<file path="config.mk">
export PLATFORM = sky130hd
export DESIGN_NAME = logic_unit_pipe
export DESIGN_NICKNAME = d
export VERILOG_FILES = /design/src/rtl/logic_pkg.sv /design/src/rtl/logic_op_comb.sv /design/src/rtl/logic_unit_pipe.sv
export SDC_FILE = /design/constraint.sdc
export NUM_CORES = 1
export LEC_CHECK = 0
export ABC_AREA = 1
export ABC_CLOCK_PERIOD_IN_PS = 3300
export CORE_MARGIN = 2
export CORE_UTILIZATION = 45
export CTS_CLUSTER_SIZE = 10
export DETAILED_ROUTE_END_ITERATION = 12
export DONT_BUFFER_PORTS = 1
export GPL_TIMING_DRIVEN = 0
export PLACE_DENSITY = 0.58
export SLEW_MARGIN = 20
export SYNTH_ARGS = -nofsm -noshare
export SYNTH_HDL_FRONTEND = slang
export SYNTH_SLANG_ARGS = --single-unit
</file>
<file path="constraint.sdc">
create_clock -name clk -period 3.3 [get_ports clk]
set_clock_uncertainty 0.05 [all_clocks]
set_input_delay 0.66 -clock clk [delete_from_list [all_inputs] [get_ports clk]]
set_output_delay 0.66 -clock clk [all_outputs]
set_load 0.02 [all_outputs]
</file>
<file path="src/rtl/logic_pkg.sv">
// logic_pkg: funct encodings shared by the logic unit and its combinational core.
// LOGIC_UNIT_POPCNT_EN turns code 111 from ANDN into population count.
package logic_pkg;
    localparam int LF_FUNCT_W = 3;
    localparam logic [LF_FUNCT_W-1:0] LF_OR   = 3'b000;
    localparam logic [LF_FUNCT_W-1:0] LF_AND  = 3'b001;
    localparam logic [LF_FUNCT_W-1:0] LF_XOR  = 3'b010;
    localparam logic [LF_FUNCT_W-1:0] LF_NOTA = 3'b011;
    localparam logic [LF_FUNCT_W-1:0] LF_NOR  = 3'b100;
    localparam logic [LF_FUNCT_W-1:0] LF_NAND = 3'b101;
    localparam logic [LF_FUNCT_W-1:0] LF_XNOR = 3'b110;
`ifdef LOGIC_UNIT_POPCNT_EN
    localparam logic [LF_FUNCT_W-1:0] LF_POPCNT = 3'b111;
`else
    localparam logic [LF_FUNCT_W-1:0] LF_ANDN = 3'b111;
`endif
endpackage

</file>
<file path="src/rtl/logic_op_comb.sv">
// logic_op_comb: purely combinational bitwise operation core (a, b, funct -> res).
// LOGIC_UNIT_POPCNT_EN replaces ANDN with popcount(a) on funct 111.
module logic_op_comb
    import logic_pkg::*;
#(
    parameter int WIDTH = 32
) (
    input  logic [WIDTH-1:0]      a,
    input  logic [WIDTH-1:0]      b,
    input  logic [LF_FUNCT_W-1:0] funct,
    output logic [WIDTH-1:0]      res
);
`ifdef LOGIC_UNIT_POPCNT_EN
    localparam int CW = $clog2(WIDTH + 1);
    logic [CW-1:0] cnt;
    always_comb begin
        cnt = '0;
        for (int i = 0; i < WIDTH; i++) cnt = cnt + CW'(a[i]);
    end
`endif
    always_comb begin
        case (funct)
            LF_OR:     res = a | b;
            LF_AND:    res = a & b;
            LF_XOR:    res = a ^ b;
            LF_NOTA:   res = ~a;
            LF_NOR:    res = ~(a | b);
            LF_NAND:   res = ~(a & b);
            LF_XNOR:   res = ~(a ^ b);
`ifdef LOGIC_UNIT_POPCNT_EN
            LF_POPCNT: res = WIDTH'(cnt);
`else
            LF_ANDN:   res = a & ~b;
`endif
            default:   res = '0;
        endcase
    end
endmodule

</file>
<file path="src/rtl/logic_unit_pipe.sv">
// logic_unit_pipe: two-stage pipelined logic unit with valid/ready on both sides.
// LOGIC_UNIT_POPCNT_EN selects popcount instead of ANDN for funct 111.
module logic_unit_pipe
    import logic_pkg::*;
#(
    parameter int WIDTH = 32,
    parameter int TAG_W = 5
) (
    input  logic                  clk,
    input  logic                  reset,
    input  logic                  in_valid,
    output logic                  in_ready,
    input  logic [WIDTH-1:0]      in_a,
    input  logic [WIDTH-1:0]      in_b,
    input  logic [LF_FUNCT_W-1:0] in_funct,
    input  logic [TAG_W-1:0]      in_tag,
    output logic                  out_valid,
    input  logic                  out_ready,
    output logic [WIDTH-1:0]      out_res,
    output logic [TAG_W-1:0]      out_tag,
    output logic                  out_zero,
    output logic                  out_neg,
    output logic                  out_parity
);
    logic                  s1_valid, s2_valid, s1_adv, s2_adv;
    logic [WIDTH-1:0]      s1_a, s1_b, res;
    logic [LF_FUNCT_W-1:0] s1_funct;
    logic [TAG_W-1:0]      s1_tag;
    assign s2_adv = !s2_valid || out_ready;
    assign s1_adv = !s1_valid || s2_adv;
    // Both handshakes are masked while reset is high so no transfer can occur that cycle.
    assign in_ready  = s1_adv && !reset;
    assign out_valid = s2_valid && !reset;
    always_ff @(posedge clk) begin
        if (reset) s1_valid <= 1'b0;
        else if (s1_adv) s1_valid <= in_valid;
    end
    always_ff @(posedge clk) begin
        if (s1_adv) begin
            s1_a     <= in_a;
            s1_b     <= in_b;
            s1_funct <= in_funct;
            s1_tag   <= in_tag;
        end
    end
    logic_op_comb #(.WIDTH(WIDTH)) u_op (
        .a     (s1_a),
        .b     (s1_b),
        .funct (s1_funct),
        .res   (res)
    );
    always_ff @(posedge clk) begin
        if (reset) begin
            s2_valid   <= 1'b0;
            out_res    <= '0;
            out_tag    <= '0;
            out_zero   <= 1'b0;
            out_neg    <= 1'b0;
            out_parity <= 1'b0;
        end else if (s2_adv) begin
            s2_valid   <= s1_valid;
            out_res    <= res;
            out_tag    <= s1_tag;
            out_zero   <= ~|res;
            out_neg    <= res[WIDTH-1];
            out_parity <= ^res;
        end
    end
endmodule

</file>
Yosys cells after proc, flatten, opt, wreduce, memory -nomap -nowiden

Index checks and enable logic that the tools add are counted.

Eq/ne operators: 7
Mux-type cells: 1
Bitwise logic cells: 9
Reductions and logical operators: 11

Operators by type and width:

| cell                                           | count |
|---|---|
| one-hot mux 32 bit (8 select lines)            | 1 |
| NOT 32 bit                                     | 5 |
| AND 32 bit                                     | 2 |
| bitwise OR 32 bit                              | 1 |
| OR reduction 32 bit                            | 1 |
| parity 32 bit                                  | 1 |
| bitwise XOR 32 bit                             | 1 |
| == test 3 bit (second input constant)          | 4 |
| == test 3 x 2 -> 1 bit (second input constant) | 2 |
| logical NOT 1 bit                              | 4 |
| == test 3 x 1 -> 1 bit (second input constant) | 1 |
| logical NOT 3 bit                              | 1 |
| logical AND 1 bit                              | 2 |
| logical OR 1 bit                               | 2 |

Register bits: 114
Bits of input ports: 76
Logic and storage cells: 39

Logic depth before layout (Yosys ltp)

Gate-level depths: netlist of run 1.

Depth after elaboration: 5
Gate-level depth with buffers: 21
Mapped depth without buffers: 20

Hierarchy

Synthesis of run 1 repeated with hierarchy kept, for this count alone.

Cell total of the unflattened synthesis: 1125
Area total of the unflattened synthesis: 8239.2 µm²

By module, submodules not included:

| module          | instances | cells each | area each (µm²) |
|---|---|---|---|
| logic_unit_pipe | 1         | 396        | 4326.6 |
| logic_op_comb   | 1         | 729        | 3912.5 |

Least setup slack after synthesis of run 1

No wires, ideal clock.

Kind: in2out
From: in out_ready
To: out in_ready
Arrival time: 2.794 ns
Required time: 2.590 ns
Setup slack: -0.204 ns
Stages: 5
Path through: nor2_1 -> clkbuf_1 -> nand2_1 -> nand2_1 -> inv_1

Longest elaborated chain between the ends: 3

RTL lines:

| item              | line                  | source |
|---|---|---|
| start, declared   | logic_unit_pipe.sv:18 | `input logic out_ready,` |
| logical OR 1 bit  | logic_unit_pipe.sv:29 | `assign s2_adv = !s2_valid \|\| out_ready;` |
| logical OR 1 bit  | logic_unit_pipe.sv:30 | `assign s1_adv = !s1_valid \|\| s2_adv;` |
| logical AND 1 bit | logic_unit_pipe.sv:32 | `assign in_ready = s1_adv && !reset;` |
| end, declared     | logic_unit_pipe.sv:12 | `output logic in_ready,` |

Every way passes these cells.

Worst setup path after layout of run 1

From: reg s1_funct[0]
To: reg out_parity

Longest elaborated chain between the ends: 3

RTL lines:

| item                                    | line                  | source |
|---|---|---|
| start, declared                         | logic_unit_pipe.sv:27 | `logic [LF_FUNCT_W-1:0] s1_funct;` |
| start signal, assigned                  | logic_unit_pipe.sv:42 | `s1_funct <= in_funct;` |
| == test 3 bit (tied with other cells)   | logic_op_comb.sv:22   | `case (funct)` |
| one-hot mux 32 bit (8 select lines) (*) | logic_op_comb.sv:22   |  |
| parity 32 bit (*)                       | logic_unit_pipe.sv:66 | `out_parity <= ^res;` |
| end signal, assigned                    | logic_unit_pipe.sv:66 |  |
| end, declared                           | logic_unit_pipe.sv:23 | `output logic out_parity` |

Every way passes the cells marked *; elsewhere a longest branch is shown, timed or not.
A chain may end at the register's enable or synchronous reset.

==> impl_metrics.tcl, run 1 <==
set metrics [dict create \
    status "complete, no violations" \
    dp_hpwl_um 13800 \
    criticalPathCategory "reg2reg" \
    crit_required_ns 3.62 \
    final_cell_mix "nand2_1, inv_1, nor2_1" \
    core_sq_um 17200 \
    num_rows 48 \
    ios 118 \
    synth-edff-count 72 \
    firstDrtPassIters 4 \
    hold_viol 0 \
    final_common_cell "nand2_1" \
    dp_slack_ns 0.171 \
    placed_area_sq_um 8220 \
    slowest_delay_ns 0.51 \
    dieArea_sq_um 18700 \
    routed_via_density 4.73 \
    cts-htree-levels 4 \
    cts_tree "built" \
    worst-r2r-setup-slack_ns 0.23 \
    io_buffers 0 \
    cp_data_arrival_time_ns 3.39 \
    grt_max_degree 39 \
    synthCells 1081 \
    wl_um 19100 \
    hp-start "reset" \
    via_count 6332 \
    clk_latency_ns 0.42 \
    maxCapViolCount 0 \
    max_freq_ghz 0.326 \
    post-route-util 0.513 \
    p_switching_uw 1470 \
    place_congestion 0.835 \
    p_total_uw 4640 \
    clk_pin_slew_ns 0.06 \
    grt_pass1_wl_um 30300 \
    cts_buffers 17 \
    synth_area_sq_um 7910 \
    min_to "s2_valid" \
    setup.worst_path.start_class "flop" \
    grt_antenna_before_repair 0 \
    setup_viol_count_final 0 \
    die_h_um 137 \
    period_share 0.929 \
    crit_path_max_fanout 10 \
    critPathMostFrequentCell "nand2_1" \
    r2r_end "out_parity" \
    min-delay-path-class "in2reg" \
    powerDensity_nw_per_um2 525 \
    cts_sinks 113 \
    slew-limit-headroom 0.573 \
    rr_worst_depth 19 \
    cts.path.max_buffers 2 \
    nets 1289 \
    power.leakage_uw 0.00489 \
    end_kind "flop" \
    switching_share 0.317 \
    area_delta_synth_final_pct 11.8 \
    cp_cell_sequence "nor2_1 > nand2_1 > clkbuf_1 > o22ai_1 > nor2_1 > nand2_1 > nor2_1 > ha_1 > nand2_1 > inv_1 > nor2_1 > nand2_1 > nand2_1 > nand2_1 > nand2_1 > nand2_1 > nand3_1 > nand2_1 > inv_1" \
    cts_hold_buf 0 \
    maxSlewViolCount 0 \
    p_seq_frac 0.381 \
    tightest_slew_ns 0.641 \
    clockRootBuffer "clkbuf_16" \
    drt_iter0_markers 402 \
    ir_drop_mv 0.376 \
    ys_types 22 \
    ys_seq_area_frac 0.377 \
    die_w_um 137 \
    p_int_uw 3170 \
    pwr-share-comb 0.209 \
    drc_errors 0 \
    final_layout_size_suffix_gt1_frac 0.0503 \
    avgSynthCellArea_sq_um 7.32 \
    layout.cells.non_filler 1339 \
    p_clk_frac 0.410 \
    ys_warn_count 0 \
    start_util 0.459 \
    hold_depth 1 \
    routedWlPerCell_um 14.3 \
    ant_nets 0 \
    setup_ws_ns 0.234 \
    ys_ff_latch 113 \
    insertedDiodeCount 0 \
    r2r-start "s1_funct[0]" \
    gr-total-overflow 0 \
    synth_ff_type "edfxtp_1" \
    place_inst 1307 \
    grt_usage 0.215 \
    grt_pass1_vias 6100 \
    syn-num-nets 1269 \
    ys_async_sr_fraction 0 \
    design_area_sq_um 8840 \
    cpMaxStageDelayCell "edfxtp_1" \
    period_minus_slack_ns 3.07 \
]
power by group through the flow:
stage | Clock (uW) | Combinational (uW) | Sequential, uW
3_5_place_dp | 0 | 956 | 1800
5_1_grt | 2000 | 1130 | 1790
6_report | 1910 | 969 | 1770
4_1_cts | 1940 | 966 | 1770
2_1_floorplan | 0 | 742 | 1760
3_3_place_gp | 0 | 940 | 1800
per-layer routing:
metal	global-route usage	vias to the layer above	part of all wire
met5	0	-	0
met4	0.0747	0	0.014
met3	0.0581	20	0.050
met2	0.357	141	0.47
met1	0.268	2795	0.47
li1	-	3376	-
cell usage after synthesis, types with 2 or more instances:
master    number  area (sq um)
o21bai_1      12          90.1
nor3_1        18          90.1
buf_1          3          11.3
nand3_1       20           100
nor2_1       204           766
buf_2         14          70.1
xnor2_1        2          17.5
edfxtp_1      72          2160
a21oi_1        2          10.0
ha_1         112          1400
nand4_1        4          25.0
clkbuf_1      19          71.3
inv_2          2          7.51
nand2_1      247           927
inv_1        219           822
dfxtp_1       41           821
o21ai_0       43           215
o22ai_1       43           269
metrics by stage:
step | hold WS, ns | TNS, ns
2_1_floorplan | 0.411 | 0
3_3_place_gp | 0.422 | -0.151
3_5_place_dp | 0.435 | 0
6_report | 0.251 | 0
5_1_grt | 0.232 | -0.00439
4_1_cts | 0.233 | 0
worst max-delay path, delay by kind of cell, from the launching register on:
family | cells | cell delay, ns
flops | 1 | 0.51
simple gates | 14 | 1.43
buf+inv | 3 | 0.59
fa+ha+maj | 1 | 0.29
compound gates | 1 | 0.15
cells by family after synthesis:
| group | count (synthesis) | share of synthesized area |
|---|---|---|
| fa+ha+maj | 112 | 0.177 |
| buf+inv | 258 | 0.125 |
| compound gates | 100 | 0.0739 |
| simple gates | 496 | 0.245 |
| xor+xnor | 2 | 0.00221 |
| flops | 113 | 0.377 |
state kept, by name (all words and copies together) (netlist names):
signal and count:
out_zero 1, s1_a 32, s2_valid 1, s1_funct 3, s1_valid 1, out_tag 5, s1_tag 5, out_parity 1
out_res 32, s1_b 32
worst max-delay path by stage:
stage | startpoint | end
floorplan | out_ready | in_ready
global placement | out_ready | in_ready
finish | s1_funct[0] | out_parity
CTS | s1_funct[0] | out_parity
global route | s1_funct[0] | out_parity
detailed placement | s1_funct[0] | out_parity
repair_timing:
| item | in CTS | in global routing |
|---|---|---|
| gates resized for setup | 0 | 6 |
| setup buffers | 0 | 0 |
| setup endpoints to repair | 0 | 1 |
area by class of cell:
cell class	count	area, sq um
Sequential cell	113	2980
Clock inverter	10	90.1
Inverter	221	830
Fill cell	1632	8400
Clock buffer	22	528
Timing Repair Buffer	1	20.0
Tap cell	225	282
Buffer	37	164
Multi-Input combinational cell	710	3950
(Power assumes the default switching activity.)
==> run 2, diff against run 1 <==
GPL_TIMING_DRIVEN = not set   (was 0)
SETUP_SLACK_MARGIN = 0.15   (was not set)
==> run 2 against run 1 <==
  * Utilization about the same
  * Worst hold slack about the same
  * Critical path type unchanged
  * Non-clock buffer count decreased by 12
==> impl_metrics.tcl, run 2 (same netlist as run 1, synthesis figures left out) <==
set metrics [dict create \
    status "complete, no violations" \
    worst-r2r-setup-slack_ns 0.46 \
    cts-htree-levels 4 \
    r2r_end "out_parity" \
    num_rows 48 \
    tightest_slew_ns 0.459 \
    min-delay-path-class "in2reg" \
    cts_tree "built" \
    area_delta_synth_final_pct 11.8 \
    grt_max_degree 40 \
    grt_pass1_wl_um 30900 \
    top_layer_used "met4" \
    nets 1277 \
    grt_antenna_before_repair 0 \
    die_h_um 137 \
    drt_iter0_markers 302 \
    hold_ws_ns 0.251 \
    die_w_um 137 \
    wl_met3_um 1110 \
    layout.cells.non_filler 1327 \
    period_minus_slack_ns 2.84 \
    hold_depth 1 \
    start_util 0.459 \
    ant_nets 0 \
    cts.path.max_buffers 2 \
    firstDrtPassIters 5 \
    cts_buffers 17 \
    wl_um 19300 \
    grt_pass1_vias 6100 \
    routedWlPerCell_um 14.6 \
    slowest_delay_ns 0.49 \
    period_share 0.862 \
    cp_cell_sequence "nor2_1 > nand2_1 > buf_4 > nor2_1 > nor2_1 > buf_4 > ha_1 > inv_1 > nand2_1 > nand2_1 > nand2_1 > nand2_1 > nand2_1 > nand2_1 > nand2_1 > nand3_1 > nand2_1 > inv_1" \
    end_kind "flop" \
    cpMaxStageDelayCell "edfxtp_1" \
    core_sq_um 17200 \
    dieArea_sq_um 18700 \
    clk_pin_slew_ns 0.06 \
    met1_length_um 8780 \
    cp_data_arrival_time_ns 3.12 \
    largestRegisters "out_res x32, s1_a x32, s1_b x32" \
    setup_viol_count_final 0 \
    min_to "s1_valid" \
    place_congestion 0.838 \
    powerDensity_nw_per_um2 520 \
    final_common_cell "nand2_1" \
    criticalPathCategory "reg2reg" \
    placed_area_sq_um 8250 \
    critPathMostFrequentCell "nand2_1" \
    insertedDiodeCount 0 \
    setup.worst_path.start_class "flop" \
    rr_worst_depth 18 \
    hp-start "reset" \
    maxCapViolCount 0 \
    drc_errors 0 \
    gr-total-overflow 0 \
    clk_latency_ns 0.42 \
    crit_path_max_fanout 16 \
    ios 118 \
    ir_drop_mv 0.401 \
    io_buffers 0 \
    clockRootBuffer "clkbuf_16" \
    grt_usage 0.217 \
    power.leakage_uw 0.00490 \
    design_area_sq_um 8840 \
    maxSlewViolCount 0 \
    final_layout_size_suffix_gt1_frac 0.0581 \
    slew-limit-headroom 0.691 \
    route.met2.wl_um 8970 \
    critPathLaunch "s1_funct[0]" \
    crit_required_ns 3.57 \
    final_cell_mix "nand2_1, inv_1, nor2_1" \
    cts_sinks 113 \
    place_inst 1295 \
    finalSetupTns_ns 0 \
    dp_hpwl_um 13900 \
    hold_viol 0 \
    r2r-start "s1_funct[0]" \
    cts_hold_buf 0 \
    rsz0062_at_grt "false" \
    max_freq_ghz 0.352 \
    routed_via_density 4.83 \
    via_count 6405 \
]
==> run 2: cell count changes in the layout (fill, tap and decap cells not counted), moves of 3 or more <==
cell and change:
buf_4 +24, clkbuf_1 -16, buf_2 -14, buf_1 -3
clkbuf_2 -3, inv_6 +3
==> run 2: metal layers <==
layer  track usage  vias to the layer above
met5             0                        -
met4        0.0828                        0
met3        0.0585                       29
met2         0.361                      145
met1         0.269                     2878
li1              -                     3353
==> run 2: what timing repair did <==
item	4_1_cts	5_1_grt
setup endpoints to repair	0	1
gates resized for setup	0	1
buffers inserted	0	0
==> run 2: worst max-delay path by stage <==
stage	to	depth (start not counted)	slack, ns
finish	out_parity	18	0.46
CTS	out_parity	19	0.48
global route	out_parity	19	0.19
global placement	out_parity	18	0.53
floorplan	in_ready	5	0.42
detailed placement	out_parity	19	0.50
==> run 2: area by class of cell <==
class | instances | area, sq um
Fill cell | 1649 | 8390
Multi-Input combinational cell | 710 | 3950
Sequential cell | 113 | 2980
Inverter | 221 | 830
Clock buffer | 19 | 475
Tap cell | 225 | 282
Timing Repair Buffer | 26 | 208
Clock inverter | 13 | 120
==> run 2: metrics by stage <==
| stage | utilization | total power (uW) | setup slack [ns] |
|---|---|---|---|
| final | 0.513 | 4600 | 0.456 |
| after global routing | 0.513 | 4880 | 0.190 |
| after CTS | 0.513 | 4640 | 0.481 |
| after detailed placement | 0.478 | 2760 | 0.501 |
| after global placement | 0.478 | 2750 | 0.532 |
| after floorplan | - | 2510 | 0.419 |
==> run 2: critical path: cells and delay by family (launching register included) <==
| family | cells | cell delay (ns) |
|---|---|---|
| AND/OR/NAND/NOR | 13 | 1.31 |
| buffers and inverters | 4 | 0.54 |
| flip-flops | 1 | 0.49 |
| adder cells (fa/ha/maj) | 1 | 0.34 |
==> run 2: power breakdown <==
part	internal [uW]	switching [uW]
logic	350	616
clock network	1130	731
registers	1620	155
